==> src/rtl/fir_csr_pkg.sv <==
// Shared constants for the FIR control/status slave: word offsets,
// STATUS bit positions and the default ID word.
package fir_csr_pkg;

  localparam logic [7:0] REG_CTRL       = 8'h00;
  localparam logic [7:0] REG_STATUS     = 8'h01;
  localparam logic [7:0] REG_SAMPLE_IN  = 8'h02;
  localparam logic [7:0] REG_SAMPLE_OUT = 8'h03;
  localparam logic [7:0] REG_ID         = 8'h04;
  localparam logic [7:0] COEF_BASE      = 8'h40;

  localparam int ST_IN_FULL   = 16;
  localparam int ST_OUT_EMPTY = 17;
  localparam int ST_UNDERFLOW = 18;
  localparam int ST_DROP      = 19;

  localparam logic [31:0] ID_DEFAULT = 32'hF1F0_0001;

  // Coefficient window is 0x40..0x7F, i.e. the top two word-address bits are 01.
  function automatic logic is_coef(input logic [7:0] word);
    return word[7:6] == COEF_BASE[7:6];
  endfunction

endpackage

==> src/rtl/fir_sync_fifo.sv <==
// Single-clock first-word-fall-through FIFO with level/full/empty and a
// synchronous clear that takes priority over push and pop.
module fir_sync_fifo #(
  parameter int WIDTH = 16,
  parameter int DEPTH = 16,
  localparam int AW = $clog2(DEPTH)
) (
  input  logic             clk_i,
  input  logic             rst_ni,
  input  logic             clr_i,
  input  logic             push_i,
  input  logic [WIDTH-1:0] din_i,
  input  logic             pop_i,
  output logic [WIDTH-1:0] dout_o,
  output logic [AW:0]      level_o,
  output logic             full_o,
  output logic             empty_o
);

  logic [WIDTH-1:0] mem_q [DEPTH];
  logic [AW:0]      wr_ptr_q, wr_ptr_d;
  logic [AW:0]      rd_ptr_q, rd_ptr_d;
  logic             do_push, do_pop;

  // Pointers carry one extra bit so full and empty are distinguishable.
  assign level_o = wr_ptr_q - rd_ptr_q;
  assign empty_o = (wr_ptr_q == rd_ptr_q);
  assign full_o  = (level_o == (AW+1)'(DEPTH));
  assign dout_o  = mem_q[rd_ptr_q[AW-1:0]];

  assign do_push = push_i && !full_o;
  assign do_pop  = pop_i && !empty_o;

  always_comb begin
    wr_ptr_d = wr_ptr_q;
    rd_ptr_d = rd_ptr_q;
    if (clr_i) begin
      wr_ptr_d = '0;
      rd_ptr_d = '0;
    end else begin
      if (do_push) wr_ptr_d = wr_ptr_q + 1'b1;
      if (do_pop)  rd_ptr_d = rd_ptr_q + 1'b1;
    end
  end

  always_ff @(posedge clk_i) begin
    if (do_push && !clr_i) mem_q[wr_ptr_q[AW-1:0]] <= din_i;
  end

  always_ff @(posedge clk_i or negedge rst_ni) begin
    if (!rst_ni) begin
      wr_ptr_q <= '0;
      rd_ptr_q <= '0;
    end else begin
      wr_ptr_q <= wr_ptr_d;
      rd_ptr_q <= rd_ptr_d;
    end
  end

endmodule

==> src/rtl/fir_avmm_csr.sv <==
// Avalon-MM slave for the FIR block: control/status registers, coefficient
// write forwarding, and sample FIFOs in both directions.
module fir_avmm_csr
  import fir_csr_pkg::*;
#(
  parameter int          DATA_W     = 16,
  parameter int          FIFO_DEPTH = 16,
  parameter int          NUM_TAPS   = 64,
  parameter logic [31:0] ID_VALUE   = ID_DEFAULT
) (
  input  logic              clk_clk,
  input  logic              reset_reset_n,
  input  logic [9:0]        avs_address,
  input  logic              avs_read,
  input  logic              avs_write,
  input  logic [31:0]       avs_writedata,
  input  logic [3:0]        avs_byteenable,
  input  logic              avs_burstcount,
  input  logic              avs_debugaccess,
  output logic [31:0]       avs_readdata,
  output logic              avs_readdatavalid,
  output logic              avs_waitrequest,
  output logic              fir_enable,
  output logic [DATA_W-1:0] smp_out_data,
  output logic              smp_out_valid,
  input  logic              smp_out_ready,
  input  logic [DATA_W-1:0] res_in_data,
  input  logic              res_in_valid,
  output logic              res_in_ready,
  output logic              coef_we,
  output logic [5:0]        coef_addr,
  output logic [DATA_W-1:0] coef_data
);

  localparam int LW = $clog2(FIFO_DEPTH) + 1;

  logic [7:0]        word;
  logic [5:0]        tap;
  logic              wr_acc, rd_acc, clr;
  logic              in_push, in_pop, out_push, out_pop;
  logic              coef_hit, coef_ok;
  logic              in_full, in_empty, out_full, out_empty;
  logic [LW-1:0]     in_level, out_level;
  logic [DATA_W-1:0] in_dout, out_dout;

  logic              enable_q, underflow_q, drop_q, rvalid_q, coef_we_q;
  logic [31:0]       rdata_q, rdata_d;
  logic [5:0]        coef_addr_q;
  logic [DATA_W-1:0] coef_data_q;
  logic              unused_ok;

  assign unused_ok = ^{avs_burstcount, avs_debugaccess, avs_address[1:0],
                       avs_writedata[31:DATA_W]};

  assign word = avs_address[9:2];
  assign tap  = word[5:0];

  // Only a SAMPLE_IN write into a full in-FIFO stalls; full is the pre-cycle flag.
  assign avs_waitrequest = avs_write && (word == REG_SAMPLE_IN) && in_full;
  assign wr_acc   = avs_write && !avs_waitrequest;
  assign rd_acc   = avs_read && !avs_write;
  assign clr      = wr_acc && (word == REG_CTRL) && avs_byteenable[0] && avs_writedata[1];
  assign in_push  = wr_acc && (word == REG_SAMPLE_IN);
  assign in_pop   = smp_out_valid && smp_out_ready;
  assign out_push = res_in_valid && res_in_ready;
  assign out_pop  = rd_acc && (word == REG_SAMPLE_OUT);
  assign coef_hit = wr_acc && is_coef(word);
  assign coef_ok  = (avs_byteenable == 4'hF) && ({1'b0, tap} < 7'(NUM_TAPS));

  fir_sync_fifo #(.WIDTH(DATA_W), .DEPTH(FIFO_DEPTH)) u_in_fifo (
    .clk_i(clk_clk), .rst_ni(reset_reset_n), .clr_i(clr),
    .push_i(in_push), .din_i(avs_writedata[DATA_W-1:0]), .pop_i(in_pop),
    .dout_o(in_dout), .level_o(in_level), .full_o(in_full), .empty_o(in_empty)
  );

  fir_sync_fifo #(.WIDTH(DATA_W), .DEPTH(FIFO_DEPTH)) u_out_fifo (
    .clk_i(clk_clk), .rst_ni(reset_reset_n), .clr_i(clr),
    .push_i(out_push), .din_i(res_in_data), .pop_i(out_pop),
    .dout_o(out_dout), .level_o(out_level), .full_o(out_full), .empty_o(out_empty)
  );

  always_comb begin
    rdata_d = '0;
    case (word)
      REG_CTRL:   rdata_d[0] = enable_q;
      REG_STATUS: begin
        rdata_d[7:0]         = 8'(in_level);
        rdata_d[15:8]        = 8'(out_level);
        rdata_d[ST_IN_FULL]   = in_full;
        rdata_d[ST_OUT_EMPTY] = out_empty;
        rdata_d[ST_UNDERFLOW] = underflow_q;
        rdata_d[ST_DROP]      = drop_q;
      end
      REG_SAMPLE_OUT: if (!out_empty) rdata_d[DATA_W-1:0] = out_dout;
      REG_ID:     rdata_d = ID_VALUE;
      default:    rdata_d = '0;
    endcase
  end

  always_ff @(posedge clk_clk or negedge reset_reset_n) begin
    if (!reset_reset_n) begin
      enable_q    <= 1'b0;
      underflow_q <= 1'b0;
      drop_q      <= 1'b0;
      rvalid_q    <= 1'b0;
      rdata_q     <= '0;
      coef_we_q   <= 1'b0;
      coef_addr_q <= '0;
      coef_data_q <= '0;
    end else begin
      rvalid_q  <= rd_acc;
      rdata_q   <= rd_acc ? rdata_d : '0;
      coef_we_q <= coef_hit && coef_ok;
      if (coef_hit && coef_ok) begin
        coef_addr_q <= tap;
        coef_data_q <= avs_writedata[DATA_W-1:0];
      end
      if (wr_acc && (word == REG_CTRL) && avs_byteenable[0]) enable_q <= avs_writedata[0];
      if (clr) begin
        underflow_q <= 1'b0;
        drop_q      <= 1'b0;
      end else begin
        if (out_pop && out_empty)   underflow_q <= 1'b1;
        if (coef_hit && !coef_ok)   drop_q      <= 1'b1;
      end
    end
  end

  assign avs_readdata      = rdata_q;
  assign avs_readdatavalid = rvalid_q;
  assign fir_enable        = enable_q;
  assign smp_out_valid     = enable_q && !in_empty;
  assign smp_out_data      = in_empty ? '0 : in_dout;
  assign res_in_ready      = !out_full;
  assign coef_we           = coef_we_q;
  assign coef_addr         = coef_addr_q;
  assign coef_data         = coef_data_q;

endmodule

==> config.mk <==
export PLATFORM = sky130hd
export DESIGN_NAME = fir_avmm_csr
export DESIGN_NICKNAME = d
export VERILOG_FILES = /design/src/rtl/fir_csr_pkg.sv /design/src/rtl/fir_sync_fifo.sv /design/src/rtl/fir_avmm_csr.sv
export SDC_FILE = /design/constraint.sdc
export NUM_CORES = 1
export LEC_CHECK = 0
export ABC_AREA = 0
export CAP_MARGIN = 20
export CORE_ASPECT_RATIO = 2
export CORE_MARGIN = 5
export CORE_UTILIZATION = 47
export CTS_BUF_LIST = sky130_fd_sc_hd__clkbuf_8 sky130_fd_sc_hd__clkbuf_16
export CTS_CLUSTER_SIZE = 40
export DETAILED_ROUTE_END_ITERATION = 10
export PLACE_DENSITY = 0.66
export SLEW_MARGIN = 20
export SYNTH_ARGS = -nofsm -noshare
export SYNTH_HDL_FRONTEND = slang
export SYNTH_SLANG_ARGS = --single-unit
==> constraint.sdc <==
create_clock -name clk_clk -period 14.5 [get_ports clk_clk]
set_input_delay 4.35 -clock clk_clk [delete_from_list [all_inputs] [get_ports clk_clk]]
set_output_delay 4.35 -clock clk_clk [all_outputs]
set_load 0.01 [all_outputs]
# ---- After elaboration in Yosys (flattened, before gate mapping)
# Memories as Yosys holds them, arrays and structs flattened.
# Index checks and enable logic that the tools add are counted.
dict set report word_totals {
  regBits 79
  mem_bits_rw 512
  output_inout_bits 76
  elab_cells 90
  mem_count 2
}
# memory depth word_bits rd rd_clocked_by_memory_dff wr line
set mem_list {}
lappend mem_list {u_in_fifo.mem_q 16 16 1 0 1 fir_sync_fifo.sv:20} ;# logic [WIDTH-1:0] mem_q [DEPTH];
lappend mem_list {u_out_fifo.mem_q 16 16 1 0 1 fir_sync_fifo.sv:20}
dict set report op_classes {
  addsub 6
  n_eq_ne 10
  muxes 23
  n_reduce_logical 37
}
# op n
set ops {}
lappend ops {{$mux W5} 8}
lappend ops {{$mux W16} 2}
lappend ops {{$mux W32} 1}
lappend ops {{$pmux W15 S2} 1}
lappend ops {{$logic_and A1 B1 Y1} 22}
lappend ops {{$add A5 B1 Y5 const B} 4}
lappend ops {{$eq A8 B2 Y1 const B} 2}
lappend ops {{$mux W12} 1}
lappend ops {{$reduce_bool A2 Y1} 6}
lappend ops {{$eq A5 B5 Y1} 2}
lappend ops {{$eq A5 B5 Y1 const B} 2}
lappend ops {{$sub A5 B5 Y5} 2}
lappend ops {{$eq A8 B1 Y1 const B} 1}
lappend ops {{$eq A8 B3 Y1 const B} 1}
lappend ops {{$logic_not A1 Y1} 8}
lappend ops {{$logic_not A8 Y1} 1}
lappend ops {{$mux W1} 8}
lappend ops {{$eq A4 B4 Y1 const B} 1}
lappend ops {{$mux W4} 1}
lappend ops {{$pmux W1 S4} 1}
lappend ops {{$eq A2 B1 Y1 const B} 1}

# ---- Depth between registers and ports, before layout
dict set report logic_depth {
  depth_word 12
  depth_mapped 12
}

# ---- Cells and area by module
# A second synthesis with hierarchy kept.
dict set report unflattened {
  hier_cells 1091
  hier_area_um2 23317.4
}
# mod n_inst cells_each area_each_um2 seq_area_each_um2
set by_module_without_submodules {}
lappend by_module_without_submodules {fir_sync_fifo 2 460 10587.7 7937.6}
lappend by_module_without_submodules {fir_avmm_csr 1 171 2142.1 1201.2}

# ---- Worst setup path after synthesis
# OpenSTA, ideal clock, no wires.
dict set report synth_path {
  kind {input to output}
  startpoint {in avs_address[7]}
  endpoint {out avs_waitrequest}
  arrival_time_ns 5.099
  required_time_ns 10.150
  slack_ns 5.051
  stages 4
  n_path_buf 0
  path_cell_list {nor4_2 -> and3b_2 -> nand3_2 -> nor2_1}
}
dict set report synth_between {
  elab_chain_cells 3
}
# element line
set synth_lines {}
lappend synth_lines {{from (decl)} fir_avmm_csr.sv:13} ;# input logic [9:0] avs_address,
lappend synth_lines {{$eq A8 B2 Y1} fir_avmm_csr.sv:59} ;# assign avs_waitrequest = avs_write && (word == REG_SAMPLE_IN) && in_full;
lappend synth_lines {{$logic_and A1 B1 Y1 (2 in series)} fir_avmm_csr.sv:59}
lappend synth_lines {{to (decl)} fir_avmm_csr.sv:22} ;# output logic avs_waitrequest,
# Every way passes these cells.

# ---- Final worst setup path
# Ends and elaborated chain as after synthesis.

==> metrics.md <==
| Metric | Value |
|---|---|
| Class of the most critical setup path | input pin to output port |
| Peak Freq | 92.56 MHz |
| Maximum clock skew at final layout | 19.98 ps |
| Most prevalent standard cell on the critical path | sky130_fd_sc_hd__clkdlybuf4s50_1 |
| Number of synthesized flops with an enable pin | 512 |
| Synthesized instance count | 1071 |
| Number of diodes added for antenna fixing | 0 |
| Post-DRT Antenna Nets | 0 |
| I/O pin total | 146 |
| WL met2 | 28.07 mm |
| Number of antenna violations at the first check in global routing | 1 |
| Pin count of the biggest net entering global routing | 69 |
| Worst hold path cell count | 1 |
| Layout net count | 1314 |
| Post-synthesis average cell area | 21.40 um2 |
| Area leader, netlist | sky130_fd_sc_hd__edfxtp_1 |
| Kind of capture point of the worst setup path | output port |
| Number of buffer and inverter stages on the critical path | 2 |
| Met3 WL post-DR | 2.683 mm |
| Status | finished, final reports clean |
| Setup repair bufs after CTS | 0 |
| Wire length of the first global-routing pass | 75.81 mm |
| Overall power after layout | 3.851 mW |
| Routed wire length | 50.89 mm |
| Remaining global-route overflow | 0 |
| Worst Slack Setup Final | 3697 ps |
| Start of the worst register-to-register path | u_out_fifo.rd_ptr_q[1] |
| Routed length on met1 | 18.70 mm |
| Clock tree from TritonCTS | built |
| Clock-pin slew on the worst setup and hold paths | 70 ps |
| Full die area | 53550 um2 |
| Leading post-synthesis cells by instance count | sky130_fd_sc_hd__edfxtp_1, sky130_fd_sc_hd__mux4_2, sky130_fd_sc_hd__dfrtp_1 |
| Area grow syn2layout | 16.54% |
| Die Span Y | 322.3 um |
| Cells traversed along the worst timing path | clkdlybuf4s50_1, nor4_2, and3b_2, nand3_2, nor2_1, clkdlybuf4s50_1 |
| First drt pass iteration count | 5 |
| P_leak | 8.898 nW |
| Initial core utilization | 47.40% |
| Via count of the first global-routing pass | 11609 |
| Area share of the largest cell type after synthesis | 67.08% |
| Clk_lat worst skew | 570 ps |
| Number of fill cells in the layout | 3690 |
| WL per Instance | 26.74 um |
| Number of vias per cell after detailed routing | 5.727 |
| Final count of pins violating max slew | 0 |
| Setup slack, reg-to-reg | 9950 ps |
| Hold_sp | drop_q |
| Slowest stage cell, crit path | sky130_fd_sc_hd__clkdlybuf4s50_1 |
| Number of max-capacitance violations reported | 0 |
| YS warnings | 0 |
| Overall fraction of global-route tracks in use | 19.13% |
| Number of H-tree levels | 2 |
| Resize count post-CTS | 0 |
| Maximum count of clock buffers along a single path | 3 |
| DR vias | 10898 |
| Highest ir drop seen on vdd | 0.1082 mV |
| Final hold vios | 0 |
| Endpoints failing setup | 0 |
| Port Buf Inserts | 122 |
| Root buffer cell | sky130_fd_sc_hd__clkbuf_16 |
| Delay-heaviest family, CP | simple AND/OR/NAND/NOR gates |
| Reg2reg end | u_out_fifo.mem_q[5][7] |
| Depth of the worst register-to-register path | 11 |
| Final RePlAce weighted congestion | 0.8003 |
| Core Box Area | 48350 um2 |
| Number of buffers created by CTS | 49 |
| Netlist area before placement | 22920 um2 |
| Top cells by area in the synthesized netlist | sky130_fd_sc_hd__edfxtp_1, sky130_fd_sc_hd__mux4_2, sky130_fd_sc_hd__dfrtp_1 |
| Top layer reached by signal wires | met4 |
| Share of the yosys chip area belonging to registers | 74.51% |
| Unrepaired setup endpoints after global routing | no |
| Worst Hold End | avs_readdata[19] |
| Power density over the cells | 144.2 nW/um2 |
| Sequential Area | 17090 um2 |
| Residual DRC count | 0 |
| Hold buffers post-CTS | 0 |
| Clock period minus worst slack | 10800 ps |
| Dominant register cell in the synthesized netlist | sky130_fd_sc_hd__edfxtp_1 |
| Horizontal extent of the die | 166.2 um |
| Largest fanout on the critical path | 4 |
| Tcrit/Tclk final | 74.51% |
| Detailed-placement wirelength estimate | 31.12 mm |
| Setup TNS Final | 0 ps |
| Critical path required time | 10150 ps |
| Clock net sink count | 580 |
| Number of core rows | 114 |
| Area occupied by multi-input gates | 5504 um2 |
| Pre-CTS WS | 3699 ps |
| Delay of the slowest cell on the worst path | 600 ps |
| First DRT Iteration DRCs | 791 |
| Async set-or-reset flop fraction in the synthesized netlist | 11.72% |
| Crit path arrival time | 6450 ps |
| Hold WC Path Type | flop to flop |
| Final Hold Slack | 490.2 ps |
| Unique masters post-synth | 53 |
| Worst-Margin Slew | 1044 ps |
| Number of storage elements in the synthesis netlist | 580 |
| Proportion of layout cells with a drive suffix above 1 | 26.64% |
| Normalized max-slew margin | 30.38% |
| Library cell with the highest instance count after synthesis | sky130_fd_sc_hd__edfxtp_1 |
| Startpoint kind of the worst setup timing path | input pin |
[metal layers]
layer  vias up  track usage [%]
met5         -                0
met4         0            5.982
met3        89            3.004
met2       345            35.79
met1      5794            22.70
li1       4670                -
[worst max path at each step]
stage,from,endpoint,slack (ps),cells past startpoint
finish,avs_address[7],avs_waitrequest,3700,6
CTS,avs_address[7],avs_waitrequest,3700,6
global placement,avs_address[7],avs_waitrequest,3740,6
floorplan,avs_address[7],avs_waitrequest,5050,4
global route,avs_address[7],avs_waitrequest,3600,6
detailed placement,avs_address[7],avs_waitrequest,3700,6
[power by group]
group          total (mW)  switching [mW]  internal, mW
Clock                1.41           0.584         0.823
Sequential           1.96          0.0552          1.91
Combinational       0.483           0.244         0.239
Total                3.85           0.883          2.97
[cells in the final DEF (no fill, tap or decap), types with 5 or more instances in the layout]
cell type | synthesis | final
sky130_fd_sc_hd__ha_1 | 18 | 18
sky130_fd_sc_hd__nand4_1 | 9 | 9
sky130_fd_sc_hd__xor2_1 | 7 | 7
sky130_fd_sc_hd__nor2b_1 | 23 | 23
sky130_fd_sc_hd__xnor2_1 | 9 | 9
sky130_fd_sc_hd__o21ai_0 | 8 | 8
sky130_fd_sc_hd__bufinv_16 | 0 | 10
sky130_fd_sc_hd__nor3_2 | 0 | 5
sky130_fd_sc_hd__or3_1 | 5 | 5
sky130_fd_sc_hd__and3_1 | 16 | 16
sky130_fd_sc_hd__and2_1 | 8 | 8
sky130_fd_sc_hd__o2bb2ai_1 | 7 | 7
sky130_fd_sc_hd__mux4_2 | 160 | 160
sky130_fd_sc_hd__clkdlybuf4s50_1 | 0 | 121
sky130_fd_sc_hd__mux2_2 | 23 | 23
sky130_fd_sc_hd__nor2_1 | 37 | 25
sky130_fd_sc_hd__nand2_1 | 18 | 18
sky130_fd_sc_hd__a21oi_1 | 11 | 11
sky130_fd_sc_hd__clkbuf_16 | 0 | 51
sky130_fd_sc_hd__inv_1 | 13 | 23
sky130_fd_sc_hd__clkinv_1 | 0 | 5
sky130_fd_sc_hd__nand3_1 | 10 | 10
sky130_fd_sc_hd__dfrtp_1 | 68 | 64
sky130_fd_sc_hd__edfxtp_1 | 512 | 512
sky130_fd_sc_hd__nor2_2 | 0 | 11
sky130_fd_sc_hd__buf_4 | 16 | 38
sky130_fd_sc_hd__clkinv_2 | 0 | 10
[sequential cells by signal, indices dropped and copies added, names as in the netlist]
name / count
u_out_fifo.wr_ptr_q: 5
coef_data: 16
u_out_fifo.mem_q: 256
u_in_fifo.mem_q: 256
u_in_fifo.wr_ptr_q: 5
coef_we: 1
drop_q: 1
coef_addr: 6
u_in_fifo.rd_ptr_q: 5
avs_readdata: 21
avs_readdatavalid: 1
u_out_fifo.rd_ptr_q: 5
underflow_q: 1
fir_enable: 1
[metrics by stage]
stage / std cells / utilization, % / cell area [um2]
floorplan: 1073 / - / 22930
global placement: 1810 / 51.58 / 24940
detailed placement: 1810 / 51.58 / 24940
CTS: 1902 / 55.17 / 26680
global route: 1903 / 55.24 / 26710
finish: 1903 / 55.24 / 26710
[final cells by class]
type	count	share of cell area, %
clock inverters	40	1.677
clock buffers	52	4.830
repair buffers	160	5.705
well taps	638	2.989
flip-flops and latches	580	63.97
multi-input cells	417	20.61
inverters	16	0.2248
[logic make-up after synthesis]
group / Yosys count / share of synthesized area (%)
compound gates: 40 / 1.223
xor+xnor: 17 / 0.6824
fa+ha+maj: 20 / 1.157
buf+inv: 76 / 1.829
flops: 580 / 74.51
mux: 185 / 16.94
other cells: 1 / 0.01636
simple gates: 152 / 3.647
Power figures use the tool's default switching activity.
==> RTL change (same settings) <==
Make the reset (`reset_reset_n` and `rst_ni`) synchronous in 2 clocked blocks.
--- a/src/rtl/fir_sync_fifo.sv
+++ b/src/rtl/fir_sync_fifo.sv
@@ -48,5 +48,5 @@
   end
 
-  always_ff @(posedge clk_i or negedge rst_ni) begin
+  always_ff @(posedge clk_i) begin
     if (!rst_ni) begin
       wr_ptr_q <= '0;
--- a/src/rtl/fir_avmm_csr.sv
+++ b/src/rtl/fir_avmm_csr.sv
@@ -98,5 +98,5 @@
   end
 
-  always_ff @(posedge clk_clk or negedge reset_reset_n) begin
+  always_ff @(posedge clk_clk) begin
     if (!reset_reset_n) begin
       enable_q    <= 1'b0;
Function: differs if reset_reset_n is asserted again (counterexample within 4 cycles, from zero or initial values and one cycle with reset_reset_n low); with reset_reset_n held inactive, the same outputs for 4 cycles.
==> RTL change against the unedited design <==
Final cell count grew 3.5%. Critical path depth unchanged. Sequential cell count is 8 higher. Maximum frequency is 1.6% lower. Worst setup slack worse by 0.18 ns. Utilization decreased by 0.17 points. Cell area fell by 0.30%. Synthesized area barely moved. Routed wire length is 0.64% lower. Synthesized cell count increased by 6.5%. Critical endpoint unchanged.
Power is not compared: it rests on default switching activity, and its combinational part moved more than twofold at a synthesized area within 25%.
==> RTL change: results (changes against the unedited design) <==
stage,metric,value,unit,change
outcome,status,"complete, no violations",,
logic_synthesis,"Seq/Total Area, Yosys",73.7,%,-0.83 points
drt,post-DR vias/cell,5.63,,-1.7%
clock_network,Post-CTS Setup Bufs,0,,unchanged
logic_synthesis,"Distinct cells, synth",54,,+1.9%
global_routing,first-pass GRT wire length,74700,µm,-1.4%
place,hpwl dp,32200,µm,+3.6%
logic_synthesis,top post-synthesis cells by area,"edfxtp_1 (67%), mux4_2 (16%), dfxtp_1 (6.6%)",,
critical_path,Worst R2R Setup Slack,10.64,ns,+0.69 ns
global_routing,vias in the first global route,11700,,+0.96%
logic_synthesis,Post-synth top cells,"edfxtp_1 (512), mux4_2 (159), dfxtp_1 (76)",,
timing,Slew @ Worst Pin,1.13,ns,+0.0889 ns
clock_network,H-tree levels,2,,unchanged
cells_and_area,share of layout cells above drive strength 1,23.9,%,-2.7 points
logic_synthesis,ys async rst share,0,%,-12 points
place,RePlAce Congestion,0.802,,+0.16%
drt,DR iter-0 viols,838,,+5.9%
global_routing,largest net degree at the start of global routing,65,,-5.8%
logic_synthesis,"EDFF count, synth",512,,unchanged
cells_and_area,fillers,3699,,+0.24%
drt,drt total wl,50600,µm,-0.64%
clock_network,Bufs on Longest Clock Path,3,,unchanged
critical_path,Worst EP arrival,6.63,ns,+0.18 ns
clock_network,Clock Latency Late Sink,0.59,ns,+0.02 ns
critical_path,crit-path max FO,5,,+1
critical_path,crit-path max cell delay,0.61,ns,
critical_path,"slowest stage cell, crit path",or4_4,,
place,DP Area,25000,µm²,+0.24%
global_routing,GRT Total Usage,18.9,%,-0.21 points
cells_and_area,# nets final,1380,,+5.0%
clock_network,CTS resizes,0,,unchanged
timing,Clock Skew,0.0398,ns,+0.0198 ns
==> RTL change: cell types whose count changed in the layout (fill, tap and decap cells not counted), moves of 7 or more <==
cell	before	now
dfxtp_1	0	71
mux2_2	23	0
o2bb2ai_1	7	0
a21boi_0	0	22
bufinv_16	10	2
dfrtp_1	64	0
and3_1	16	9
and4_1	1	12
o22ai_1	0	9
inv_1	23	39
nand2_1	18	57
==> RTL change: per-layer routing <==
metal  GRT usage, %  vias to the layer above  wire length [µm]
li1               -                     4891                 -
met1           21.8                     5836             18200
met2           36.2                      279             28600
met3           2.43                       86              2220
met4           6.48                        0              1570
met5              0                        -                 0
==> RTL change: worst register-to-register path, stage by stage (launching register included) <==
cell and delay [ns]:
dfxtp_1 0.40, inv_1 0.12, ha_1 0.22, fa_1 0.40, xor2_1 0.19, and3_1 0.21
o211a_1 0.14, o211a_1 0.32, nor2_2 0.41, and4_1 1.04
==> RTL change: cell type report <==
cell class,count,area share [%]
antenna,1,0.00940
clock buffer,58,5.24
clock inverter,34,0.869
inverter,26,0.366
multi-input combinational,465,21.4
sequential,588,63.5
tap,638,3.00
timing repair buffer,160,5.66
==> RTL change: cell families (layout without fill, tap and decap cells) <==
logic type               count (synthesis)  count (layout)  share of synthesized area (%)
adder cells (fa/ha/maj)                 20              20                           1.16
flip-flops                             588             588                           73.7
multiplexers                           164             164                           15.8
AND/OR/NAND/NOR                        201             201                           5.01
XOR/XNOR                                17              17                          0.649
other                                    1               4                         0.0164
buffers and inverters                   90             278                           1.81
AO/OA/AOI/OAI                           60              60                           1.85
==> RTL change: worst paths after layout <==
kind	from	endpoint	depth (start not counted)
min reg2reg	drop_q	avs_readdata[19]	2
min	drop_q	avs_readdata[19]	2
max	avs_address[9]	avs_waitrequest	6
max reg2reg	u_out_fifo.wr_ptr_q[0]	u_out_fifo.mem_q[2][2]	9
==> RTL change: power breakdown <==
group | internal (mW) | switching, mW
sequential | 1.84 | 0.00242
combinational | 0.0259 | 0.0429
clock | 0.725 | 0.585
total | 2.60 | 0.631
==> RTL change: metrics by stage <==
| stage | instances | utilization (%) | worst slack, ns | total power [mW] | hold WS, ns |
|---|---|---|---|---|---|
| floorplan | 1143 | - | 4.78 | 1.91 | 0.408 |
| global placement | 1877 | 51.7 | 3.46 | 1.95 | 0.429 |
| detailed placement | 1877 | 51.7 | 3.45 | 1.95 | 0.420 |
| CTS | 1969 | 55.1 | 3.44 | 3.26 | 0.431 |
| global route | 1969 | 55.1 | 3.43 | 3.33 | 0.449 |
| finish | 1970 | 55.1 | 3.52 | 3.23 | 0.427 |
